$ cat src/rtl/vga_axil_pkg.sv
// Shared AXI4-Lite types and helpers for the VGA register slave.
package vga_axil_pkg;

   localparam int AXIL_ADDR_W = 32;
   localparam int AXIL_DATA_W = 32;
   localparam int AXIL_STRB_W = 4;

   typedef logic [AXIL_ADDR_W-1:0] axil_addr_t;
   typedef logic [AXIL_DATA_W-1:0] axil_data_t;
   typedef logic [AXIL_STRB_W-1:0] axil_strb_t;

   typedef enum logic [1:0] {
      OKAY   = 2'b00,
      SLVERR = 2'b10
   } axil_resp_e;

   // Byte-lane merge: lane k takes new_v only where strb[k] is set.
   function automatic axil_data_t merge_strb(input axil_data_t old_v,
                                             input axil_data_t new_v,
                                             input axil_strb_t strb);
      axil_data_t res;
      res = old_v;
      for (int k = 0; k < AXIL_STRB_W; k++) begin
         if (strb[k]) begin
            res[8*k +: 8] = new_v[8*k +: 8];
         end else begin
            res[8*k +: 8] = old_v[8*k +: 8];
         end
      end
      return res;
   endfunction

endpackage

$ cat src/rtl/vga_axil_reg_bank.sv
// Register storage: one byte-enabled write port, one combinational read port.
module vga_axil_reg_bank
   import vga_axil_pkg::*;
#(
   parameter int NUM_REGS = 4,
   parameter int IDX_W    = (NUM_REGS > 1) ? $clog2(NUM_REGS) : 1
)(
   input  logic             clk,
   input  logic             arst_n,
   input  logic             we,
   input  logic [IDX_W-1:0] widx,
   input  axil_data_t       wdata,
   input  axil_strb_t       wstrb,
   input  logic [IDX_W-1:0] ridx,
   output axil_data_t       rdata,
   output axil_data_t       regs_o [NUM_REGS]
);

   axil_data_t regs_r [NUM_REGS];

   // Storage update with per-byte enables.
   always_ff @(posedge clk or negedge arst_n) begin
      if (!arst_n) begin
         for (int i = 0; i < NUM_REGS; i++) begin
            regs_r[i] <= 32'h0000_0000;
         end
      end else begin
         for (int i = 0; i < NUM_REGS; i++) begin
            if (we && (widx == IDX_W'(i))) begin
               regs_r[i] <= merge_strb(regs_r[i], wdata, wstrb);
            end
         end
      end
   end

   // AND-OR read mux so out-of-range indices read as zero.
   always_comb begin
      rdata = 32'h0000_0000;
      for (int i = 0; i < NUM_REGS; i++) begin
         rdata = rdata | ({AXIL_DATA_W{ridx == IDX_W'(i)}} & regs_r[i]);
      end
   end

   assign regs_o = regs_r;

endmodule

$ cat src/rtl/vga_axil_slave.sv
// AXI4-Lite slave exposing NUM_REGS control registers to the VGA core.
module vga_axil_slave
   import vga_axil_pkg::*;
#(
   parameter int NUM_REGS = 4
)(
   input  logic                   clk,
   input  logic                   arst_n,
   input  axil_addr_t             awaddr,
   input  logic                   awvalid,
   output logic                   awready,
   input  axil_data_t             wdata,
   input  logic [AXIL_STRB_W-1:0] wstrb,
   input  logic                   wvalid,
   output logic                   wready,
   output axil_resp_e             bresp,
   output logic                   bvalid,
   input  logic                   bready,
   input  axil_addr_t             araddr,
   input  logic                   arvalid,
   output logic                   arready,
   output axil_data_t             rdata,
   output axil_resp_e             rresp,
   output logic                   rvalid,
   input  logic                   rready,
   output axil_data_t             regs_o [NUM_REGS]
);

   localparam int IDX_W  = (NUM_REGS > 1) ? $clog2(NUM_REGS) : 1;
   localparam int WIDX_W = AXIL_ADDR_W - 2;
   localparam logic [WIDX_W-1:0] REG_LIMIT = WIDX_W'(NUM_REGS);

   logic              ready_en_r;
   logic              aw_full_r;
   logic [WIDX_W-1:0] aw_idx_r;
   logic              w_full_r;
   axil_data_t        w_data_r;
   axil_strb_t        w_strb_r;
   logic              bvalid_r;
   axil_resp_e        bresp_r;
   logic              rvalid_r;
   axil_data_t        rdata_r;
   axil_resp_e        rresp_r;

   logic              aw_hs_s;
   logic              w_hs_s;
   logic              ar_hs_s;
   logic              commit_s;
   logic              aw_in_range_s;
   logic              ar_in_range_s;
   logic [WIDX_W-1:0] ar_idx_s;
   axil_data_t        bank_rdata_s;
   logic              unused_s;

   // Byte-offset bits carry no meaning for word registers.
   assign unused_s      = ^{awaddr[1:0], araddr[1:0]};

   assign ar_idx_s      = araddr[AXIL_ADDR_W-1:2];
   assign aw_in_range_s = (aw_idx_r < REG_LIMIT);
   assign ar_in_range_s = (ar_idx_s < REG_LIMIT);

   assign awready  = ready_en_r && !aw_full_r;
   assign wready   = ready_en_r && !w_full_r;
   assign arready  = ready_en_r && (!rvalid_r || rready);
   assign aw_hs_s  = awvalid && awready;
   assign w_hs_s   = wvalid && wready;
   assign ar_hs_s  = arvalid && arready;
   // A pending B response blocks the next commit until it is accepted.
   assign commit_s = aw_full_r && w_full_r && !bvalid_r;

   assign bvalid = bvalid_r;
   assign bresp  = bresp_r;
   assign rvalid = rvalid_r;
   assign rdata  = rdata_r;
   assign rresp  = rresp_r;

   // Hold the ready outputs low until the first edge after reset release.
   always_ff @(posedge clk or negedge arst_n) begin
      if (!arst_n) begin
         ready_en_r <= 1'b0;
      end else begin
         ready_en_r <= 1'b1;
      end
   end

   // Independent AW and W slots, both freed when the write commits.
   always_ff @(posedge clk or negedge arst_n) begin
      if (!arst_n) begin
         aw_full_r <= 1'b0;
         aw_idx_r  <= {WIDX_W{1'b0}};
         w_full_r  <= 1'b0;
         w_data_r  <= 32'h0000_0000;
         w_strb_r  <= 4'h0;
      end else begin
         if (commit_s) begin
            aw_full_r <= 1'b0;
         end else if (aw_hs_s) begin
            aw_full_r <= 1'b1;
            aw_idx_r  <= awaddr[AXIL_ADDR_W-1:2];
         end
         if (commit_s) begin
            w_full_r <= 1'b0;
         end else if (w_hs_s) begin
            w_full_r <= 1'b1;
            w_data_r <= wdata;
            w_strb_r <= wstrb;
         end
      end
   end

   // Write response channel.
   always_ff @(posedge clk or negedge arst_n) begin
      if (!arst_n) begin
         bvalid_r <= 1'b0;
         bresp_r  <= OKAY;
      end else if (commit_s) begin
         bvalid_r <= 1'b1;
         bresp_r  <= aw_in_range_s ? OKAY : SLVERR;
      end else if (bvalid_r && bready) begin
         bvalid_r <= 1'b0;
      end
   end

   // Read data channel; sampling the bank here yields the pre-write value on a collision.
   always_ff @(posedge clk or negedge arst_n) begin
      if (!arst_n) begin
         rvalid_r <= 1'b0;
         rdata_r  <= 32'h0000_0000;
         rresp_r  <= OKAY;
      end else if (ar_hs_s) begin
         rvalid_r <= 1'b1;
         rdata_r  <= ar_in_range_s ? bank_rdata_s : 32'h0000_0000;
         rresp_r  <= ar_in_range_s ? OKAY : SLVERR;
      end else if (rvalid_r && rready) begin
         rvalid_r <= 1'b0;
      end
   end

   vga_axil_reg_bank #(
      .NUM_REGS (NUM_REGS),
      .IDX_W    (IDX_W)
   ) u_reg_bank (
      .clk    (clk),
      .arst_n (arst_n),
      .we     (commit_s && aw_in_range_s),
      .widx   (aw_idx_r[IDX_W-1:0]),
      .wdata  (w_data_r),
      .wstrb  (w_strb_r),
      .ridx   (ar_idx_s[IDX_W-1:0]),
      .rdata  (bank_rdata_s),
      .regs_o (regs_o)
   );

endmodule

$ cat config.mk
export PLATFORM = sky130hd
export DESIGN_NAME = vga_axil_slave
export DESIGN_NICKNAME = d
export VERILOG_FILES = /design/src/rtl/vga_axil_pkg.sv /design/src/rtl/vga_axil_reg_bank.sv /design/src/rtl/vga_axil_slave.sv
export SDC_FILE = /design/constraint.sdc
export NUM_CORES = 1
export LEC_CHECK = 0
export BUFFER_PORTS_ARGS = -buffer_cell sky130_fd_sc_hd__buf_4
export CORE_ASPECT_RATIO = 0.7
export CORE_MARGIN = 4
export CORE_UTILIZATION = 25
export DETAILED_ROUTE_END_ITERATION = 6
export PLACE_DENSITY = 0.4
export SETUP_SLACK_MARGIN = 0.2
export SLEW_MARGIN = 5
export SYNTH_ARGS = -nofsm -noshare
export SYNTH_HDL_FRONTEND = slang
export SYNTH_SLANG_ARGS = --single-unit
$ cat constraint.sdc
create_clock -name clk -period 2.4 [get_ports clk]
set_input_delay 0.48 -clock clk [delete_from_list [all_inputs] [get_ports clk]]
set_output_delay 0.48 -clock clk [all_outputs]
set_load 0.01 [all_outputs]
# [Yosys cells after proc, flatten, opt, wreduce, memory -nomap -nowiden]
# Index checks and enable logic that the tools add are counted.
[op_classes] magnitude_cmp=2 mul=0 div_mod_pow=0 eq_ne=6 addsub=0 mux=11 reduce_logical=44 bitwise_logic=8 shift=0
[op_table] op="$and 32x32->32" n=4
[op_table] op="$or 32x32->32" n=3
[op_table] op="$lt 30x3->1 const B" n=2
[op_table] op="$reduce_and 2->1" n=18
[op_table] op="$mux 32" n=1
[op_table] op="$logic_and 1x1->1" n=15
[op_table] op="$eq 2x2->1 const B" n=4
[op_table] op="$mux 1" n=8
[op_table] op="$reduce_bool 2->1" n=4
[op_table] op="$eq 2x1->1 const B" n=2
[op_table] op="$logic_not 1->1" n=4
[op_table] op="$logic_not 2->1" n=2
[op_table] op="$mux 2" n=2
[op_table] op="$logic_or 1x1->1" n=1
[op_table] op="$not 1->1" n=1
[totals] output_inout_bits=169 ramBits=0 register_bits=235 rom_bits=0 memories=0 word_cells=98 latchBits=0

# [Depth between registers and ports, before layout]
# Gate-level depths: netlist of the first run.
[depth] word_depth=6 depth_mapped=5

# [By module]
# A second synthesis of the first run with hierarchy kept.
[hier_totals] hier_cells=657 area_unflattened_um2=10458.8
[by_module_without_submodules] mod="vga_axil_reg_bank" area_per_inst_um2=5815.6 cells_each=320 seq_area_each_um2=3203.1 n_inst=1
[by_module_without_submodules] mod="vga_axil_slave" area_per_inst_um2=4643.2 cells_each=337 seq_area_each_um2=2627.5 n_inst=1

# [Worst setup path before layout of the first run]
# Ideal clock, no wire load.
[synth_timing] path_kind="flip-flop to flip-flop" startpoint="reg aw_idx_r[25]" endpoint="reg u_reg_bank.regs_r (netlist bit u_reg_bank.regs_o[0])" path_stages_with_launch=6 synth_period_minus_slack_ps=2182 t_arrival_ps=2058 setup_slack_ps=218 path_cell_list="dfrtp_1 -> nor4_1 -> nand4_2 -> buf_6 -> nor4_4 -> mux2_2"
[synth_via] elab_chain_len=4
[synth_rtl] item="start: declaration" line_no="vga_axil_slave.sv:35" text="logic [WIDX_W-1:0] aw_idx_r;"
[synth_rtl] item="start signal: assignment" line_no="vga_axil_slave.sv:90" text="aw_idx_r <= {WIDX_W{1'b0}};"
[synth_rtl] item="start signal: assignment" line_no="vga_axil_slave.sv:99" text="aw_idx_r <= awaddr[AXIL_ADDR_W-1:2];"
[synth_rtl] item="$lt 30x3->1" line_no="vga_axil_slave.sv:59" text="assign aw_in_range_s = (aw_idx_r < REG_LIMIT);"
[synth_rtl] item="$logic_and 1x1->1" line_no="vga_axil_slave.sv:145" text=".we (commit_s && aw_in_range_s),"
[synth_rtl] item="$logic_and 1x1->1" line_no="vga_axil_reg_bank.sv:29" text="if (we && (widx == IDX_W'(i))) begin"
[synth_rtl] item="$reduce_and 2->1 (no line)"
[synth_rtl] item="end signal: indexed assignment" line_no="vga_axil_reg_bank.sv:30" text="regs_r[i] <= merge_strb(regs_r[i], wdata, wstrb);"
[synth_rtl] item="end: declaration" line_no="vga_axil_reg_bank.sv:19" text="axil_data_t regs_r [NUM_REGS];"
# Every way passes these cells.
# A chain may end at the register's enable or synchronous reset.

# [Worst setup path after layout of the first run]
[layout_timing] startpoint="reg aw_idx_r[20]" endpoint="reg u_reg_bank.regs_r (netlist bit u_reg_bank.regs_o[37])"
# Same word-level chain as after synthesis.

==> results.tsv, run 1 <==
metric	value	unit
timing.setup.tns	0	ns
placed_area	12900	sq um
final_antenna_net_count	0	
ys_seq_elements	233	
grt_pass1_wl	46500	um
syn_inst	643	
cts_made_buffers	26	
synth_most_common_cell	dfrtp_1	
rows	60	
setup_viol	0	
viasPerCell	4.37	
fin_crit_sh	0.925	
post_synth_main_area_contributors	dfrtp_1 (59%), mux2_2 (22%), mux4_2 (7.3%)	
cts_sinks	233	
async_flop_share	1.00	
netlist_area	9810	sq um
synth-edff-count	0	
switching_power	2940	uW
synthTopCellsByCount	dfrtp_1 (233), mux2_2 (194), inv_1 (39)	
ys_seq_area_frac	0.594	
maxCapViolations	0	
cts_root_buffer	clkbuf_16	
cp_max_fo	8	
timing.slew.headroom	0.578	
rsz0062_at_grt	true	
internal-power	7800	uW
peakVddDrop	0.370	mV
power.density	751	nW/um^2
fmax	0.450	GHz
wl_per_cell	20.8	um
yosysWarningCount	0	
cts.clk_slew.worst_paths	0.06	ns
swShare	0.274	
ys_types	27	
final_hold_viol_count	0	
status	complete, no violations	
hold_path_class	primary input to flop	
area_growth	45.8	%
worst_pin_slew	0.633	ns
grt_overflow	0	
cts_tree	yes	
first_global_vias	7038	
worstPathRequired	2.82	ns
hpwl	20900	um
startpoint_type	flop	
die_w	245	um
io_pins	276	
nets	1064	
setup.worst_path.end_class	flop	
die_h	174	um
combPwrFrac	0.137	
ys_dominant_reg_cell	dfrtp_1	
place_congestion	0.700	
port-buffer-count	269	
coreArea	38600	sq um
post-route-cell-area	14300	sq um
crit_arrival	2.64	ns
start_util	0.254	
power_frac_seq	0.477	
clock_latency	0.54	ns
route.vias.total	6565	
drt_pass1_iterations	4	
drcViolationCount	0	
drt_iter0_drc	276	
grt_max_degree	48	
antenna_found_initial	1	
skew	0.0132	ns
die_area	42500	sq um
syn-mean-instance-area	15.3	sq um
synth_top_area_cell	dfrtp_1	
drive_above_1_share	0.619	
p_leak	0.00679	uW
grt_use_total	0.142	
drv_slew	0	
worstSetupPathType	flop to flop	
yosysTopAreaCellShare	0.594	
htreeDepth	1	
clock_path_buffers	3	
wl	31300	um
clkPwrFrac	0.387	
period_needed	2.22	ns
-- state kept, by name (all words and copies together), names as in the netlist --
name	cells
u_reg_bank.regs_o	128
rdata	32
w_data_r	32
aw_idx_r	30
w_strb_r	4
aw_full_r	1
bresp	1
bvalid	1
ready_en_r	1
rresp	1
rvalid	1
w_full_r	1
-- metrics by stage --
step / setup WS [ns] / util / instances / power, uW / hold slack, ns
floorplan: 0.218 / - / 644 / 5840 / 0.184
global placement: 0.0425 / 0.333 / 1449 / 6520 / 0.410
detailed placement: 0.112 / 0.333 / 1449 / 6520 / 0.408
CTS: 0.140 / 0.357 / 1494 / 10800 / 0.137
global route: 0.0610 / 0.370 / 1501 / 11300 / 0.142
finish: 0.180 / 0.371 / 1502 / 10700 / 0.168
-- kinds of logic (layout without fill, tap and decap cells) --
family	after synthesis	after routing	synth area share
flops	233	233	0.594
buf+inv	63	392	0.0264
simple gates	82	82	0.0624
other cells	2	5	0.000766
mux	226	226	0.296
compound gates	37	37	0.0198
-- worst paths after layout --
kind / startpoint / endpoint / slack [ns] / cells after the start
max: aw_idx_r[20] / u_reg_bank.regs_o[37] / 0.18 / 7
min: wdata[21] / w_data_r[21] / 0.17 / 2
max reg2reg: aw_idx_r[20] / u_reg_bank.regs_o[37] / 0.18 / 7
min reg2reg: rdata[3] / rdata[3] / 0.48 / 2
max in group asynchronous: arst_n / u_reg_bank.regs_o[0] / 1.34 / 3
min in group asynchronous: arst_n / u_reg_bank.regs_o[117] / 0.43 / 2
-- layout make-up --
class	instances	area [sq um]
repair buffers	309	2630
clock buffers	38	797
inverters	39	146
fillers	3815	24300
well taps	527	659
flip-flops and latches	233	5830
clock inverters	6	83.8
multi-input cells	348	4150
diodes	2	5.00
-- timing repair --
action,CTS,global route
pin swaps,1,5
setup endpoints to repair,128,128
endpoints found under the hold margin,35,0
buffers inserted,0,2
resized for setup,2,99
hold buffers,1,0
cloned,0,4
-- routing by layer --
layer / wire length, um / global-route usage
met5: 0 / 0
met4: 617 / 0.0290
met3: 1780 / 0.0383
met2: 14200 / 0.220
met1: 14700 / 0.202
-- layout by cell type (no fill, tap or decap), types with 15 or more instances in the layout --
cell type  netlist  layout
buf_4            3     281
buf_12           0      17
nor4_4           9      15
inv_1           39      39
nand2_1         37      36
mux4_2          32      32
clkbuf_16        0      31
dfrtp_1        233     233
mux2_4           0      82
mux2_2         194     112
o21ai_0         34      34
-- power by group through the flow --
stage | clock, uW | sequential, uW | combinational, uW
6_report | 4150 | 5120 | 1470
4_1_cts | 4310 | 5050 | 1430
3_5_place_dp | 0 | 5100 | 1420
5_1_grt | 4500 | 5230 | 1610
3_3_place_gp | 0 | 5120 | 1400
2_1_floorplan | 0 | 4920 | 922
-- worst max-delay path, cell delays in order (launching register included) --
cell       delay [ns]
dfrtp_1          0.41
nor4_4           0.30
buf_4            0.17
nand4_4          0.17
clkbuf_16        0.23
nor4_4           0.30
buf_12           0.19
mux2_2           0.33
No activity file was read; power rests on OpenSTA's default activity.
==> run 2: changes to the inputs <==
SYNTH_HIERARCHICAL = 1   (was unset)
==> results.tsv, run 2 <==
metric	value	unit	change
post-route-cell-area	14400	sq um	+0.38%
status	complete, no violations		
multi_input_area	4380	sq um	+5.6%
cp_max_fo	12		+4
wl_per_cell	22.6	um	+8.4%
place_congestion	0.698		-0.26%
timing.slew.headroom	0.263		-0.315
first_global_vias	7327		+4.1%
min_to	aw_idx_r[9]		
syn_inst	657		+2.2%
cts_made_buffers	27		+3.8%
slowest_delay	0.58	ns	+0.17 ns
io_pins	276		unchanged
wl	34200	um	+9.3%
synth_top_family_by_area	multiplexers		
grt_use_total	0.148		+0.00546
grt_overflow	0		unchanged
fmax	0.439	GHz	-2.6%
hold_slack	0.137	ns	-0.0302 ns
period_needed	2.28	ns	+0.0594 ns
synth-xor-area-share	0		unchanged
place_ws	-0.0316	ns	-0.144 ns
final_hold_viol_count	0		unchanged
area_growth	37.2	%	
rows	62		+3.3%
setup_viol	0		unchanged
placed_area	13300	sq um	+3.6%
final.setup.worst_slack	0.120	ns	-0.0594 ns
final_common_cell	buf_4		
skew	0.0176	ns	+0.00448 ns
hold_path_class	primary input to flop		
start_util	0.254		-0.000280
netlist_area	10500	sq um	+6.6%
final_antenna_net_count	0		unchanged
cts_root_buffer	clkbuf_16		
port-buffer-count	269		unchanged
ys_seq_elements	233		unchanged
worstReg2RegEnd	u_reg_bank/regs_o[51]		
syn-mean-instance-area	15.9	sq um	+4.4%
coreArea	41200	sq um	+6.8%
fin_crit_sh	0.950		+0.0248
worstPathRequired	2.83	ns	about the same
startpoint_type	flop		
cts_tree	yes		
largest_reg_flops	128		unchanged
fin_util	0.348		-0.0221
nets	1056		-0.75%
drive_above_1_share	0.620		+0.000883
clock_latency	0.55	ns	about the same
reg2reg_from	aw_idx_r[9]		
crit_arrival	2.71	ns	+0.07 ns
drt_iter0_drc	224		-19%
path_cells	or4_1 -> nor3_2 -> buf_12 -> buf_4 -> nand4b_4 -> mux2_2		
htreeDepth	1		unchanged
viasPerCell	4.57		+4.6%
die_area	45200	sq um	+6.4%
ys_dominant_reg_cell	dfrtp_1		
peakVddDrop	0.453	mV	+22%
seq_area	5830	sq um	about the same
worstHoldStart	awaddr[11]		
clock_path_buffers	3		unchanged
synth_compound_area_frac	0.0526		+0.0329
drv_slew	0		unchanged
setup.worst_path.end_class	flop		
die_w	252	um	+3.2%
p_leak	0.00687	uW	+1.2%
synth-edff-count	0		unchanged
cts.clk_slew.worst_paths	0.06	ns	about the same
synth_top_area_cell	dfrtp_1		
ys_types	38		+41%
critPathSlowestCell	or4_1		
cts_sinks	233		unchanged
yosysWarningCount	6		+6
most-common-layout-cells	buf_4 (292), dfrtp_1 (232), mux2_2 (125)		
async_flop_share	1.00		unchanged
drt_pass1_iterations	4		unchanged
yosysTopAreaCellShare	0.557		-0.0370
worst_pin_slew	1.11	ns	+0.473 ns
drcViolationCount	0		unchanged
grt_max_degree	51		+6.3%
post_synth_main_area_contributors	dfrtp_1 (56%), mux2_2 (17%), mux4_2 (6.9%)		
synthTopCellsByCount	dfrtp_1 (233), mux2_2 (160), inv_1 (34), mux2_1 (34), nand4_1 (33)		
r2r_cells	6		-1
n_fill_cell	4028		+5.6%
synth-simple-area-share	0.0705		+0.00808
ys_seq_area_frac	0.557		-0.0370
hold_path_depth	2		unchanged
antenna_found_initial	1		unchanged
synthMuxAreaShare	0.278		-0.0184
rsz0062_at_grt	true		
reg2reg_slack	0.12	ns	-0.06 ns
route.vias.total	6929		+5.5%
synthAdderAreaFrac	0		unchanged
synth_most_common_cell	dfrtp_1		
grt_pass1_wl	50100	um	+7.8%
maxCapViolations	0		unchanged
power.density	735	nW/um^2	-2.1%
hpwl	23600	um	+13%
worstSetupPathType	flop to flop		
die_h	179	um	+3.1%
==> run 2: changes by cell type after synthesis, moves of 12 or more <==
| cell | delta |
|---|---|
| mux2_1 | +34 |
| mux2_2 | -34 |
| nand2_1 | -34 |
| o21ai_0 | -33 |
| nand4_1 | +32 |
| o32ai_2 | +30 |
| buf_4 | +12 |
==> run 2: critical path, delay by kind of cell, from the launching register on <==
family,cells,cell delay (ns)
AND/OR/NAND/NOR,3,1.07
flip-flops,1,0.38
buffers and inverters,2,0.36
multiplexers,1,0.34
==> run 2: worst max-delay path by stage <==
stage | startpoint | endpoint | slack (ns)
floorplan | aw_idx_r[15] | u_reg_bank/regs_o[120] | 0.33
global placement | aw_idx_r[19] | u_reg_bank/regs_o[83] | -0.03
detailed placement | aw_idx_r[19] | u_reg_bank/regs_o[55] | -0.03
CTS | aw_idx_r[26] | u_reg_bank/regs_o[51] | 0.05
global route | aw_idx_r[26] | u_reg_bank/regs_o[51] | -0.09
finish | aw_idx_r[9] | u_reg_bank/regs_o[51] | 0.12
==> run 2: layer usage <==
metal,vias up,part of all wire,global-route usage
met4,0,0.016,0.0298
met1,3634,0.47,0.214
met3,33,0.065,0.0381
li1,3079,-,-
met5,-,0,0
met2,183,0.45,0.224
==> run 2: cell families (layout without fill, tap and decap cells) <==
family	after synthesis	after routing
other	2	4
flip-flops	233	233
multiplexers	226	226
buffers and inverters	80	392
AO/OA/AOI/OAI	38	38
AND/OR/NAND/NOR	78	78
==> run 2: power by group <==
part           switching (uW)  total (uW)  internal [uW]
Clock                    1700        4020           2320
Combinational             645        1420            776
Sequential                607        5120           4510
==> run 2: area by class of cell <==
class / instances / share of cell area
antenna: 1 / 0.000174
sequential: 233 / 0.406
tap: 544 / 0.0474
timing repair buffer: 308 / 0.173
clock inverter: 10 / 0.00619
inverter: 34 / 0.00889
multi-input combinational: 345 / 0.305
clock buffer: 40 / 0.0533
==> run 2: repair_timing <==
item / CTS / global route
hold buffers: 1 / 0
hold endpoints to repair: 42 / 0
endpoints found under the setup margin: 128 / 129
pin swaps: 3 / 0
setup buffers: 2 / 0
gates resized for setup: 2 / 38
==> run 2: stage by stage <==
stage	cells	setup TNS, ns	power, uW
detailed placement	1461	-1.01	6610
global route	1515	-6.12	11100
CTS	1514	0	10800
global placement	1461	-1.05	6610
floorplan	658	0	5910
finish	1515	0	10600
